## src/rtl/mem_port_arbiter.sv

```systemverilog
// mem_port_arbiter: shares one memory port between an instruction-fetch read
// requester (IF) and a memory-access requester (MA) that can read or write.
// One transaction at a time: IDLE -> RD/WR -> DONE -> IDLE.
// Optional feature macro: ARB_ROUND_ROBIN_EN (alternate IF/MA on contention);
// without it MA always wins and IF may starve.
module mem_port_arbiter #(
    parameter int MADDR_L = 32,
    parameter int DATA_L  = 32
) (
    input  logic               clk,
    input  logic               rst,
    // IF read port
    input  logic               if_re,
    input  logic [MADDR_L-1:0] if_raddr,
    input  logic [1:0]         if_rlen,
    output logic               if_rack,
    output logic [DATA_L-1:0]  if_rdata,
    // MA read port
    input  logic               ma_re,
    input  logic [MADDR_L-1:0] ma_raddr,
    input  logic [1:0]         ma_rlen,
    output logic               ma_rack,
    output logic [DATA_L-1:0]  ma_rdata,
    // MA write port
    input  logic               ma_we,
    input  logic [MADDR_L-1:0] ma_waddr,
    input  logic [1:0]         ma_wlen,
    input  logic [DATA_L-1:0]  ma_wdata,
    output logic               ma_wack,
    // memory port
    output logic               mem_re,
    output logic               mem_we,
    output logic [MADDR_L-1:0] mem_addr,
    output logic [1:0]         mem_len,
    output logic [DATA_L-1:0]  mem_wdata,
    input  logic [DATA_L-1:0]  mem_rdata,
    input  logic               mem_rack,
    input  logic               mem_wack,
    // current bus owner
    output logic [1:0]         owner
);

    typedef enum logic [1:0] {
        IDLE = 2'b00,
        RD   = 2'b01,
        WR   = 2'b10,
        DONE = 2'b11
    } state_t;

    localparam logic [1:0] OWN_NONE = 2'b00;
    localparam logic [1:0] OWN_IF   = 2'b01;
    localparam logic [1:0] OWN_MAR  = 2'b10;
    localparam logic [1:0] OWN_MAW  = 2'b11;

    state_t              state_q, state_d;
    logic [1:0]          owner_q, owner_d;
    logic                mem_re_q, mem_re_d;
    logic                mem_we_q, mem_we_d;
    logic [MADDR_L-1:0]  addr_q, addr_d;
    logic [1:0]          len_q, len_d;
    logic [DATA_L-1:0]   wdata_q, wdata_d;
    logic                if_rack_q, if_rack_d;
    logic                ma_rack_q, ma_rack_d;
    logic                ma_wack_q, ma_wack_d;
    logic [DATA_L-1:0]   if_rdata_q, if_rdata_d;
    logic [DATA_L-1:0]   ma_rdata_q, ma_rdata_d;

    logic                ma_req;
    logic                grant_ma;

`ifdef ARB_ROUND_ROBIN_EN
    // rr_q = 0: MA has priority on the next contended grant; 1: IF has it
    logic                rr_q, rr_d;
`endif

    // Arbitration: decide whether MA or IF wins when the bus is idle
    always_comb begin
        ma_req   = ma_we | ma_re;
        grant_ma = ma_req;
`ifdef ARB_ROUND_ROBIN_EN
        if (ma_req && if_re) begin
            grant_ma = ~rr_q;
        end
`endif
    end

    // Next-state and output computation for the transaction FSM
    always_comb begin
        state_d    = state_q;
        owner_d    = owner_q;
        mem_re_d   = mem_re_q;
        mem_we_d   = mem_we_q;
        addr_d     = addr_q;
        len_d      = len_q;
        wdata_d    = wdata_q;
        if_rack_d  = 1'b0;
        ma_rack_d  = 1'b0;
        ma_wack_d  = 1'b0;
        if_rdata_d = if_rdata_q;
        ma_rdata_d = ma_rdata_q;
`ifdef ARB_ROUND_ROBIN_EN
        rr_d       = rr_q;
`endif
        case (state_q)
            IDLE: begin
                if (ma_req || if_re) begin
`ifdef ARB_ROUND_ROBIN_EN
                    // Priority flips only when both requesters contend
                    if (ma_req && if_re) begin
                        rr_d = ~rr_q;
                    end
`endif
                    if (grant_ma) begin
                        // A simultaneous MA write and read is served write first
                        if (ma_we) begin
                            state_d  = WR;
                            owner_d  = OWN_MAW;
                            mem_we_d = 1'b1;
                            addr_d   = ma_waddr;
                            len_d    = ma_wlen;
                            wdata_d  = ma_wdata;
                        end else begin
                            state_d  = RD;
                            owner_d  = OWN_MAR;
                            mem_re_d = 1'b1;
                            addr_d   = ma_raddr;
                            len_d    = ma_rlen;
                        end
                    end else begin
                        state_d  = RD;
                        owner_d  = OWN_IF;
                        mem_re_d = 1'b1;
                        addr_d   = if_raddr;
                        len_d    = if_rlen;
                    end
                end
            end
            RD: begin
                // A write ack here is the wrong kind and is ignored
                if (mem_rack) begin
                    mem_re_d = 1'b0;
                    state_d  = DONE;
                    if (owner_q == OWN_IF) begin
                        if_rdata_d = mem_rdata;
                        if_rack_d  = 1'b1;
                    end else begin
                        ma_rdata_d = mem_rdata;
                        ma_rack_d  = 1'b1;
                    end
                end
            end
            WR: begin
                if (mem_wack) begin
                    mem_we_d  = 1'b0;
                    ma_wack_d = 1'b1;
                    state_d   = DONE;
                end
            end
            DONE: begin
                // Requester sees its ack this cycle and drops its line
                state_d = IDLE;
                owner_d = OWN_NONE;
            end
            default: begin
                state_d = IDLE;
                owner_d = OWN_NONE;
            end
        endcase
    end

    // State, latched operands and registered outputs; reset clears everything
    always_ff @(posedge clk or posedge rst) begin
        if (rst) begin
            state_q    <= IDLE;
            owner_q    <= OWN_NONE;
            mem_re_q   <= 1'b0;
            mem_we_q   <= 1'b0;
            addr_q     <= '0;
            len_q      <= '0;
            wdata_q    <= '0;
            if_rack_q  <= 1'b0;
            ma_rack_q  <= 1'b0;
            ma_wack_q  <= 1'b0;
            if_rdata_q <= '0;
            ma_rdata_q <= '0;
        end else begin
            state_q    <= state_d;
            owner_q    <= owner_d;
            mem_re_q   <= mem_re_d;
            mem_we_q   <= mem_we_d;
            addr_q     <= addr_d;
            len_q      <= len_d;
            wdata_q    <= wdata_d;
            if_rack_q  <= if_rack_d;
            ma_rack_q  <= ma_rack_d;
            ma_wack_q  <= ma_wack_d;
            if_rdata_q <= if_rdata_d;
            ma_rdata_q <= ma_rdata_d;
        end
    end

`ifdef ARB_ROUND_ROBIN_EN
    // Round-robin pointer; MA is favoured first after reset
    always_ff @(posedge clk or posedge rst) begin
        if (rst) begin
            rr_q <= 1'b0;
        end else begin
            rr_q <= rr_d;
        end
    end
`endif

    assign if_rack   = if_rack_q;
    assign if_rdata  = if_rdata_q;
    assign ma_rack   = ma_rack_q;
    assign ma_rdata  = ma_rdata_q;
    assign ma_wack   = ma_wack_q;
    assign mem_re    = mem_re_q;
    assign mem_we    = mem_we_q;
    assign mem_addr  = addr_q;
    assign mem_len   = len_q;
    assign mem_wdata = wdata_q;
    assign owner     = owner_q;

endmodule

```

## config.mk

```make
export PLATFORM = sky130hd
export DESIGN_NAME = mem_port_arbiter
export DESIGN_NICKNAME = d
export VERILOG_FILES = /design/src/rtl/mem_port_arbiter.sv
export SDC_FILE = /design/constraint.sdc
export NUM_CORES = 1
export LEC_CHECK = 0
export BUFFER_PORTS_ARGS = -buffer_cell sky130_fd_sc_hd__buf_2
export CORE_MARGIN = 10
export CORE_UTILIZATION = 46
export CTS_CLUSTER_SIZE = 25
export DETAILED_ROUTE_END_ITERATION = 10
export HOLD_SLACK_MARGIN = 0.12
export PLACE_DENSITY_LB_ADDON = 0.3
export SYNTH_ARGS = -nofsm -noshare
export SYNTH_HDL_FRONTEND = slang
export SYNTH_SLANG_ARGS = --single-unit
```

## constraint.sdc

```tcl
create_clock -name clk -period 4.9 [get_ports clk]
set_clock_uncertainty 0.05 [all_clocks]
set_input_delay 0.245 -clock clk [delete_from_list [all_inputs] [get_ports clk]]
set_output_delay 0.245 -clock clk [all_outputs]
set_load 0.005 [all_outputs]
```

Word level (Yosys, flattened, before mapping)
Cells that the tools add are included.
{ "totals": {"register_bits": 139, "input_bits": 173, "output_inout_bits": 137, "word_cells": 69} }
{ "op_classes": {"n_eq_ne": 10, "n_mux": 32, "bitwise_logic": 2, "n_reduce_logical": 13} }
{ "op_table": {"columns": ["cell", "n"], "rows": [
  ["two-way mux 32 bit", 2],
  ["two-way mux 2 bit", 9],
  ["two-way mux 1 bit", 17],
  ["inequality test 2 bit (second input constant)", 5],
  ["AND reduction 3 bit", 3],
  ["one-hot mux 2 bit (4 select lines)", 1],
  ["AND reduction 4 bit", 2],
  ["nonzero test 2 bit", 3],
  ["AND reduction 5 bit", 1],
  ["== test 2 x 1 -> 1 bit (second input constant)", 2],
  ["== test 2 bit (second input constant)", 2],
  ["one-hot mux 1 bit (2 select lines)", 2],
  ["one-hot mux 2 bit (2 select lines)", 1],
  ["AND reduction 2 bit", 2],
  ["inequality test 3 bit (second input constant)", 1],
  ["zero test 2 bit", 1],
  ["logical OR 1 bit", 1],
  ["NOT 1 bit", 1],
  ["OR 1 bit", 1]
]} }

Depth between registers and ports, before layout
Gate-level depths: netlist (run 1).
{ "logic_depth": {"word_depth": 4, "depth_mapped": 9, "depth_no_buf": 5} }

Worst setup path after synthesis (run 1)
OpenSTA, ideal clock, no wires.
{ "synth_path": {"path_type": "register to register", "from": "reg state_q[1]", "to": "reg ma_rdata_q[0], in the netlist ma_rdata[0]", "setup_time_ps": 125, "arrival_ps": 1508, "t_required_ps": 4725, "setup_slack_ps": 3217, "stages_incl_launch_ff": 7, "path_buffers": 1, "synth_period_minus_slack_ps": 1683, "path_cell_list": "dfrtp_1 -> inv_1 -> ha_1 -> nand2_2 -> nor2_4 -> buf_12 -> mux2_4"} }
{ "synth_via": {"elab_chain_cells": 2} }
{ "synth_rtl": {"columns": ["element", "line_no", "text"], "rows": [
  ["start, declared", "55", "state_t state_q, state_d;"],
  ["start signal, assigned", "187", "state_q <= state_d;"],
  ["== test 2 x 1 -> 1 bit", "104", "case (state_q)"],
  ["AND reduction 3 bit (no line)", null, null],
  ["end signal, assigned", "198", "ma_rdata_q <= ma_rdata_d;"],
  ["end, declared", "66", "logic [DATA_L-1:0] ma_rdata_q, ma_rdata_d;"]
]} }
Every way passes these cells.
A chain may end at the register's enable or synchronous reset.

Worst setup path in the final report (run 1)
{ "layout_path": {"from": "reg state_q[1]", "to": "reg addr_q[10], in the netlist mem_addr[10]"} }
{ "layout_via": {"elab_chain_cells": 2} }
{ "layout_rtl": {"columns": ["element", "line_no", "text"], "rows": [
  ["zero test 2 bit", "104", null],
  ["AND reduction 2 bit (no line)", null, null],
  ["end signal, assigned", "191", "addr_q <= addr_d;"],
  ["end, declared", "59", "logic [MADDR_L-1:0] addr_q, addr_d;"]
]} }
Every way passes these cells.

==> out/results.ini, run 1 <==
[yosys]
yosysWarnings = 0
async_reset_ff_share_pct = 100
synthTopCellsByArea = dfrtp_1 (56%), mux2_4 (15%), mux2_2 (6.3%), mux2i_1 (5.5%), o211ai_1 (4.2%)
syn_nets = 620
synth_seq_cells = 139
synth_largest_area_cell = dfrtp_1
syn_inst = 443
ys.flop_type = dfrtp_1
synth_top_area_share_pct = 55.8
synth_edf_count = 0
netlist_area_um2 = 6240
synth-seq-area-share_pct = 55.8
synth_cell_type_count = 37
syn_area_per_cell_um2 = 14.1

[routing]
drc = 0
num_vias = 5253
vias_per_cell = 4.94
wl_per_cell_um = 19.7
antenna_left = 0
drt_iter0_markers = 249
first_pass_iters = 4
wl_um = 20900

[sta]
worst_pin_slew_ps = 1020
slew_violations = 0
setup_viol = 0
timing.hold.ws_ps = 132
period_needed_ps = 2800
relSlewSlack_pct = 31.7
setup_tns_ps = 0
final_hold_viol_count = 0
fmax_ghz = 0.357
rsz0062_at_grt = false
min_period_over_period_pct = 57.2

[floorplan]
core_area_um2 = 13200
initial_core_util_pct = 47.1
io_pins = 310
die_area_um2 = 18600
fp.dieH_um = 136
fp.dieW_um = 136
rows = 42

[worst_setup_path]
required_ps = 5200
crit_path_top_delay_cell = and2_4
rr_endpoint = mem_addr[10]$_DFFE_PP0P_
worstRegToRegCells = 6
crit_start = state_q[1]$_DFFE_PP0P_
crit_arrival_ps = 3100
worstPathMaxFanout = 69
cp-end-kind = flop
reg2reg_slack_ps = 2100
r2r_start = state_q[1]$_DFFE_PP0P_
critical_path_class = flop to flop
cp_slowest_stage_delay_ps = 860
cp_cell_sequence = inv_1 -> ha_1 -> and2_4 -> nand2_1 -> o211ai_1 -> dlygate4sd3_1
endpoint = mem_addr[10]$_DFFE_PP0P_
crit_path_start_kind = flop

[global_route]
grt_usage_pct = 22.0
grt_max_degree = 75
overflow = 0
grt_pass1_vias = 5859
antenna_found_initial = 4
grt_pass1_wl_um = 32100

[worst_hold_path]
min_path_type = input pin to flop

[final_layout]
areaGrowthSynthToFinish_pct = 55.2
layout_common_cells = buf_2 (309), dfrtp_1 (139), dlygate4sd3_1 (122), nand2_1 (69), mux2_4 (61)
final_nets = 1048
drive_gt1_share_pct = 50.7
nFillCells = 897
fin_util_pct = 73.1
final_common_cell = buf_2

[clock_network]
cts.sinks = 139
clock_path_buffers = 2
cts_tree = yes
post_cts_buffers = 0
clock-root-buffer = clkbuf_16
clk_latency_ps = 410
numCtsBuffers = 17
clk_pin_slew_ps = 60
cts_max_level = 4
cts_resized = 0

[placement]
globalplace.congestion = 0.800
hpwl_um = 13900
port_buffers = 309

[job]
cap_violations = 0

[power]
ir_drop_mv = 0.333
powerDensity_nw_per_um2 = 598
p_leak_uw = 0.00492

[outcome]
status = completed

[cell families after synthesis]
family	Yosys count	synth area share, %
buffers and inverters	36	4.90
adder cells (fa/ha/maj)	4	0.803
multiplexers	130	26.5
AO/OA/AOI/OAI	51	6.20
AND/OR/NAND/NOR	83	5.86
flip-flops	139	55.8
[how the worst min path moves through the flow]
| stage | from | cells past startpoint | slack [ps] | end |
|---|---|---|---|---|
| 2_1_floorplan | ma_waddr[0] | 2 | 330 | mem_addr[0]$_DFFE_PP0P_ |
| 3_3_place_gp | rst | 2 | 350 | mem_wdata[14]$_DFFE_PP0P_ |
| 3_5_place_dp | rst | 2 | 360 | ma_rdata[8]$_DFFE_PP0P_ |
| 4_1_cts | ma_raddr[26] | 3 | 120 | mem_addr[26]$_DFFE_PP0P_ |
| 5_1_grt | ma_rlen[0] | 3 | 130 | mem_len[0]$_DFFE_PP0P_ |
| 6_report | ma_raddr[26] | 3 | 130 | mem_addr[26]$_DFFE_PP0P_ |
[cell usage after synthesis (2+ instances only)]
master and instances:
mux2i_1 34, inv_1 9, mux2_4 61, buf_4 4
ha_1 4, clkbuf_1 2, buf_2 4, o21ai_0 5
nand2_1 69, nor2_1 4, dfrtp_1 139, buf_12 3
buf_6 13, o211ai_1 35, mux2_2 35
[worst max-delay path, delay by kind of cell, from the launching register on]
kind	cells	cell delay (ps)
buffers and inverters	2	680
flip-flops	1	390
AND/OR/NAND/NOR	2	1020
AO/OA/AOI/OAI	1	140
adder cells (fa/ha/maj)	1	380
[power breakdown]
part / internal (uW) / switching, uW
registers: 1720 / 328
logic: 1360 / 955
clock network: 958 / 473
[state kept, by name, indices dropped and copies added, names as in the netlist]
name and cells:
ma_rdata 32, mem_len 2, state_q 2, ma_rack 1
if_rdata 32, mem_we 1, mem_re 1, ma_wack 1
if_rack 1, owner 2, mem_addr 32, mem_wdata 32
[metal layers]
layer	global-route usage [%]	wire [um]	up-vias	share of wire, %
met1	23.6	7670	2560	37
li1	-	-	2408	-
met3	6.61	1380	48	6.6
met5	0	0	-	0
met4	11.0	641	0	3.1
met2	38.6	11200	237	54
[metrics by stage]
| step | power, uW | setup slack [ps] | instance area, um2 | instances |
|---|---|---|---|---|
| floorplan | 3250 | 880 | 6240 | 443 |
| global placement | 4030 | 2660 | 7780 | 906 |
| detailed placement | 4120 | 2590 | 7780 | 906 |
| CTS | 5800 | 2160 | 9670 | 1059 |
| global route | 6130 | 1930 | 9680 | 1063 |
| finish | 5790 | 2100 | 9680 | 1063 |
[area by class of cell]
| class | instances | area, um2 | area share, % |
|---|---|---|---|
| antenna | 4 | 10.0 | 0.103 |
| clock buffer | 22 | 484 | 5.00 |
| clock inverter | 9 | 183 | 1.89 |
| inverter | 9 | 38.8 | 0.401 |
| multi-input combinational | 268 | 2460 | 25.4 |
| sequential | 139 | 3480 | 35.9 |
| tap | 176 | 220 | 2.28 |
| timing repair buffer | 436 | 2810 | 29.0 |
[what timing repair did]
action                                  in CTS  in global routing
hold endpoints to repair                   204                  0
hold buffers                               122                  0
endpoints found under the setup margin       0                  0
(Power assumes the default switching activity.)
==> run 2, diff against run 1 <==
--- a/config.mk
+++ b/config.mk
@@ -7,7 +7,7 @@
 export LEC_CHECK = 0
 export BUFFER_PORTS_ARGS = -buffer_cell sky130_fd_sc_hd__buf_2
 export CORE_MARGIN = 10
-export CORE_UTILIZATION = 46
+export CORE_UTILIZATION = 42
 export CTS_CLUSTER_SIZE = 25
 export DETAILED_ROUTE_END_ITERATION = 10
 export HOLD_SLACK_MARGIN = 0.12
==> constraint.sdc (replaced) <==
create_clock -name clk -period 2.55 [get_ports clk]
set_clock_uncertainty 0.05 [all_clocks]
set_input_delay 0.1275 -clock clk [delete_from_list [all_inputs] [get_ports clk]]
set_output_delay 0.1275 -clock clk [all_outputs]
set_load 0.005 [all_outputs]
==> run 2 against run 1 <==
Net effect:
- global-route usage shrank 1.2 points
- cell area is 1.4% higher
- critical endpoint is now mem_addr[1]$_DFFE_PP0P_
- sequential power is 91% higher
- routed wire length up 0.72%
- sequential cell count unchanged
- largest cell class unchanged
- via count increased by 2.4%
- clock power rose by 71%
- hold slack gained 150 ps
- worst setup slack got worse by 2000 ps
==> out/results.ini, run 2 (synthesis results as in run 1) <==
[routing]
num_vias = 5377  ; +2.4%
first_pass_iters = 4  ; unchanged
drc = 0  ; unchanged
antenna_left = 0  ; unchanged
vias_per_cell = 4.95  ; +0.10%
wl_um = 21100  ; +0.72%
drt_iter0_markers = 239  ; -4.0%
wl_per_cell_um = 19.4  ; -1.5%

[worst_setup_path]
critical_path_class = flop to flop
crit_path_top_delay_cell = dlygate4sd3_1
worstPathMaxFanout = 22  ; -68%
cp_slowest_stage_delay_ps = 620  ; -240 ps
cp-end-kind = flop
crit_arrival_ps = 2690  ; -410 ps
required_ps = 2840  ; -2360 ps
crit_path_start_kind = flop
cp_cell_sequence = inv_1 -> ha_4 -> nor2b_1 -> o21ai_2 -> buf_4 -> o211ai_1 -> dlygate4sd3_1

[floorplan]
io_pins = 310  ; unchanged
fp.dieW_um = 142  ; +4.0%
initial_core_util_pct = 42.9  ; -4.2 points
die_area_um2 = 20100  ; +8.1%
fp.dieH_um = 142  ; +4.0%
core_area_um2 = 14500  ; +9.8%
rows = 44  ; +4.8%

[sta]
period_needed_ps = 2410  ; -397 ps
final_hold_viol_count = 0  ; unchanged
fmax_ghz = 0.416  ; +17%
timing.hold.ws_ps = 281  ; +148 ps
rsz0062_at_grt = false
relSlewSlack_pct = 59.1  ; +27 points
slew_violations = 0  ; unchanged
setup_viol = 0  ; unchanged
worst_pin_slew_ps = 613  ; -411 ps
min_period_over_period_pct = 94.3  ; +37 points
finalWorstSetupSlack_ps = 145  ; -1950 ps
setup_tns_ps = 0  ; unchanged

[global_route]
grt_usage_pct = 20.8  ; -1.2 points
grt_pass1_vias = 6126  ; +4.6%
grt_max_degree = 90  ; +20%
grt_pass1_wl_um = 33400  ; +4.0%
antenna_found_initial = 2  ; -2
overflow = 0  ; unchanged

[final_layout]
areaGrowthSynthToFinish_pct = 57.4
final_nets = 1065  ; +1.6%
fin_util_pct = 67.5  ; -5.5 points
final_common_cell = buf_2
layout_common_cells = buf_2 (309), dfrtp_1 (139), dlygate4sd3_1 (137), nand2_1 (69), mux2_4 (61)
drive_gt1_share_pct = 50.2  ; -0.57 points
layoutNonFillerInstCount = 1087  ; +2.3%

[clock_network]
numCtsBuffers = 17  ; unchanged
cts_max_level = 4  ; unchanged
cts.sinks = 139  ; unchanged
cts_tree = yes
clock_path_buffers = 2  ; unchanged
clk_latency_ps = 410  ; about the same
clock-root-buffer = clkbuf_16
clk_pin_slew_ps = 60  ; about the same

[worst_hold_path]
min_path_type = input pin to flop

[placement]
pre_cts_ws_ps = 571  ; -2020 ps
globalplace.congestion = 0.820  ; +2.4%
place_inst = 916  ; +1.1%
hpwl_um = 14200  ; +2.2%
port_buffers = 309  ; unchanged

[job]
cap_violations = 0  ; unchanged

[power]
powerDensity_nw_per_um2 = 1130  ; +88%
ir_drop_mv = 0.517  ; +55%
p_leak_uw = 0.00497  ; +1.1%

[outcome]
status = completed

==> run 2: cell types whose count changed in the layout (fill, tap and decap cells not counted), sizes merged <==
cell	change
buf	+2
bufinv	-3
clkbuf	-3
clkinv	+6
clkinvlp	+1
diode	-2
dlygate4sd3	+15
==> run 2: stage by stage <==
step	total power (uW)	cell area, um2
global route	11800	9810
detailed placement	7940	7840
floorplan	6250	6240
CTS	11000	9800
global placement	7780	7840
finish	11000	9810
==> run 2: routing by layer <==
metal | GRT usage (%) | vias up | wire, um
met5 | 0 | - | 0
met4 | 10.8 | 0 | 716
met3 | 6.14 | 52 | 1380
met2 | 34.6 | 239 | 10900
met1 | 23.6 | 2635 | 8030
li1 | - | 2451 | -
==> run 2: cell type report <==
cell class / instances / area (um2)
fill: 1028 / 4720
timing repair buffer: 453 / 3010
tap: 184 / 230
clock buffer: 19 / 443
clock inverter: 13 / 143
inverter: 9 / 37.5
antenna: 2 / 5.00
multi-input combinational: 268 / 2470
sequential: 139 / 3480
==> run 2: what timing repair did <==
action	CTS	global route
gates resized for setup	0	2
buffers inserted	0	0
endpoints found under the hold margin	274	0
endpoints found under the setup margin	0	23
hold buffers	137	0
==> run 2: critical path: cells and delay by family, from the launching register on <==
| kind | cells | cell delay [ps] |
|---|---|---|
| AOI/OAI and AO/OA | 2 | 420 |
| buffers and inverters | 3 | 1050 |
| and+or+nand+nor | 1 | 200 |
| DFF | 1 | 390 |
| adders and majority gates | 1 | 220 |
==> run 2: power breakdown <==
group | leakage [uW] | total [uW] | switching [uW] | internal [uW]
combinational | 0.00301 | 4700 | 1890 | 2800
clock | 0.000284 | 2440 | 965 | 1470
sequential | 0.00168 | 3920 | 613 | 3300
total | 0.00497 | 11000 | 3470 | 7580
==> run 2: final timing paths <==
check / start / to / slack (ps) / cells after the start
max: state_q[1]$_DFFE_PP0P_ / mem_addr[1]$_DFFE_PP0P_ / 140 / 7
min: ma_re / owner[1]$_DFFE_PP0P_ / 280 / 3
max reg2reg: state_q[1]$_DFFE_PP0P_ / mem_addr[1]$_DFFE_PP0P_ / 140 / 7
min reg2reg: if_rdata[30]$_DFFE_PP0P_ / if_rdata[30]$_DFFE_PP0P_ / 450 / 1
max in group asynchronous: rst / if_rdata[8]$_DFFE_PP0P_ / 1550 / 4
min in group asynchronous: rst / mem_wdata[26]$_DFFE_PP0P_ / 370 / 4
==> run 3, diff against run 2 <==
--- a/config.mk
+++ b/config.mk
@@ -10,8 +10,9 @@
 export CORE_UTILIZATION = 42
 export CTS_CLUSTER_SIZE = 25
 export DETAILED_ROUTE_END_ITERATION = 10
+export GPL_ROUTABILITY_DRIVEN = 1
 export HOLD_SLACK_MARGIN = 0.12
-export PLACE_DENSITY_LB_ADDON = 0.3
+export PLACE_DENSITY = 0.84
 export SYNTH_ARGS = -nofsm -noshare
 export SYNTH_HDL_FRONTEND = slang
 export SYNTH_SLANG_ARGS = --single-unit
==> run 3 against run 2 <==
Net effect:
- non-clock buffer count grew 2
- clock power grew 11%
- final cell count is essentially flat
- worst setup slack gained 28 ps
- sequential power is essentially flat
- count of clock-buffer cells in the layout is the same
- critical path type unchanged
- critical endpoint is now mem_addr[15]$_DFFE_PP0P_
- largest power group unchanged
==> out/results.ini, run 3 (synthesis results as in run 1) <==
[final_layout]
final_common_cell = buf_2
nFillCells = 1000  ; -2.7%
final_nets = 1067  ; +0.19%
areaGrowthSynthToFinish_pct = 58.6
layout_common_cells = buf_2 (309), dfrtp_1 (139), dlygate4sd3_1 (137), nand2_1 (69), mux2_4 (61)
drive_gt1_share_pct = 50.1  ; -0.055 points

[global_route]
grt_pass1_vias = 6125  ; -0.016%
grt_usage_pct = 21.3  ; +0.53 points
overflow = 0  ; unchanged
antenna_found_initial = 2  ; unchanged
grt_max_degree = 65  ; -28%
grt_pass1_wl_um = 34100  ; +2.3%

[outcome]
status = completed

[sta]
worst_pin_slew_ps = 586  ; -26.8 ps
period_needed_ps = 2380  ; -28.0 ps
min_period_over_period_pct = 93.2  ; -1.1 points
slew_violations = 0  ; unchanged
fmax_ghz = 0.421  ; +1.2%
rsz0062_at_grt = false
setup_tns_ps = 0  ; unchanged
finalWorstSetupSlack_ps = 173  ; +28.0 ps
final_hold_viol_count = 0  ; unchanged
setup_viol = 0  ; unchanged
relSlewSlack_pct = 60.9  ; +1.8 points

[power]
combPwrFrac_pct = 41.6  ; -0.9 points
seq_power_share_pct = 34.6  ; -0.8 points
p_int_uw = 7870  ; +3.8%
ir_drop_mv = 0.504  ; -2.6%
clockPowerShare_pct = 23.7  ; +1.6 points
p_sw_share_pct = 30.9  ; -0.53 points
powerDensity_nw_per_um2 = 1150  ; +2.2%
p_leak_uw = 0.00501  ; +0.70%
p_sw_uw = 3520  ; +1.3%

[worst_setup_path]
crit_path_top_delay_cell = dlygate4sd3_1
required_ps = 2840  ; about the same
cp_slowest_stage_delay_ps = 590  ; -30 ps
crit_path_start_kind = flop
cp_cell_sequence = inv_1 -> ha_2 -> nor2b_1 -> o21ai_2 -> buf_4 -> o211ai_1 -> dlygate4sd3_1
crit_arrival_ps = 2670  ; -20 ps
critical_path_class = flop to flop
worstPathMaxFanout = 34  ; +55%
crit_family = buffers and inverters
cp-end-kind = flop
worst-path-buf-inv = 3  ; unchanged

[job]
cap_violations = 0  ; unchanged

[clock_network]
cts_tree = yes
clock-root-buffer = clkbuf_16
cts_max_level = 4  ; unchanged
cts.sinks = 139  ; unchanged
clk_pin_slew_ps = 60  ; about the same
clk_latency_ps = 410  ; about the same
clock_path_buffers = 2  ; unchanged
numCtsBuffers = 17  ; unchanged

[placement]
port_buffers = 309  ; unchanged
hpwl_um = 14100  ; -0.76%
globalplace.congestion = 0.813  ; -0.74%
pre_cts_ws_ps = 560  ; -11.1 ps

[routing]
first_pass_iters = 4  ; unchanged
num_vias = 5386  ; +0.17%
wl_um = 22100  ; +4.9%
antenna_left = 0  ; unchanged
wl_per_cell_um = 20.3  ; +5.0%
vias_per_cell = 4.96  ; +0.26%
drt_iter0_markers = 223  ; -6.7%
drc = 0  ; unchanged

[floorplan]
io_pins = 310  ; unchanged
fp.dieH_um = 142  ; unchanged
rows = 44  ; unchanged
fp.dieW_um = 142  ; unchanged
initial_core_util_pct = 42.9  ; unchanged
die_area_um2 = 20100  ; unchanged
core_area_um2 = 14500  ; unchanged

[worst_hold_path]
min_path_type = input pin to flop

## run 3: cell types whose count changed in the layout (fill, tap and decap cells not counted)
| cell | change |
|---|---|
| clkinv_4 | -3 |
| buf_12 | +2 |
| bufinv_16 | +3 |
| ha_2 | +1 |
| clkinv_2 | -3 |
| ha_4 | -1 |
## run 3: worst paths after layout
| path | startpoint | to | slack, ps | depth (start not counted) |
|---|---|---|---|---|
| max | state_q[1]$_DFFE_PP0P_ | mem_addr[15]$_DFFE_PP0P_ | 170 | 7 |
| min | ma_re | owner[0]$_DFFE_PP0P_ | 170 | 4 |
| max reg2reg | state_q[1]$_DFFE_PP0P_ | mem_addr[15]$_DFFE_PP0P_ | 170 | 7 |
| min reg2reg | if_rdata[22]$_DFFE_PP0P_ | if_rdata[22]$_DFFE_PP0P_ | 450 | 1 |
| max in group asynchronous | rst | ma_rdata[0]$_DFFE_PP0P_ | 1580 | 4 |
| min in group asynchronous | rst | ma_rdata[11]$_DFFE_PP0P_ | 220 | 3 |
## run 3: timing repair
action	in CTS	in global routing
setup endpoints to repair	0	13
setup buffers	0	0
endpoints found under the hold margin	274	0
resized for setup	0	1
hold buffers	137	0
## run 3: final cells by class
class                      instances  area [um2]  area share [%]
antenna                            2        5.00          0.0506
clock buffer                      19         443            4.48
clock inverter                    10         191            1.94
inverter                           9        37.5           0.379
multi-input combinational        268        2460            24.9
sequential                       139        3480            35.2
tap                              184         230            2.33
timing repair buffer             455        3050            30.8
## run 3: metrics by stage
step	area, um2	hold slack (ps)	instances	utilization [%]	power (uW)
3_3_place_gp	7880	102	918	54.2	7790
4_1_cts	9880	148	1084	68.0	11300
2_1_floorplan	6240	211	443	-	6250
3_5_place_dp	7880	96.3	918	54.2	7950
6_report	9890	174	1086	68.1	11400
5_1_grt	9890	183	1086	68.1	12000
## run 3: metal layers
layer  vias to the layer above  global-route usage (%)  part of all wire (%)
met4                         0                    9.47                   2.6
met1                      2658                    23.8                    38
met3                        43                    6.38                   6.8
met2                       235                    36.7                    52
li1                       2450                       -                     -
met5                         -                       0                     0
## run 3: worst reg2reg max path: cells and delay by family, from the launching register on
| kind | cells | cell delay, ps |
|---|---|---|
| buffers and inverters | 3 | 950 |
| DFF | 1 | 400 |
| AOI/OAI and AO/OA | 2 | 340 |
| adders and majority gates | 1 | 310 |
| and+or+nand+nor | 1 | 260 |
## run 3: power groups by stage
stage,Sequential (uW),Clock (uW),Combinational [uW]
finish,3940,2700,4740
global route,4060,2830,5120
CTS,3890,2740,4680
detailed placement,3890,0,4060
global placement,3860,0,3940
floorplan,3960,0,2290
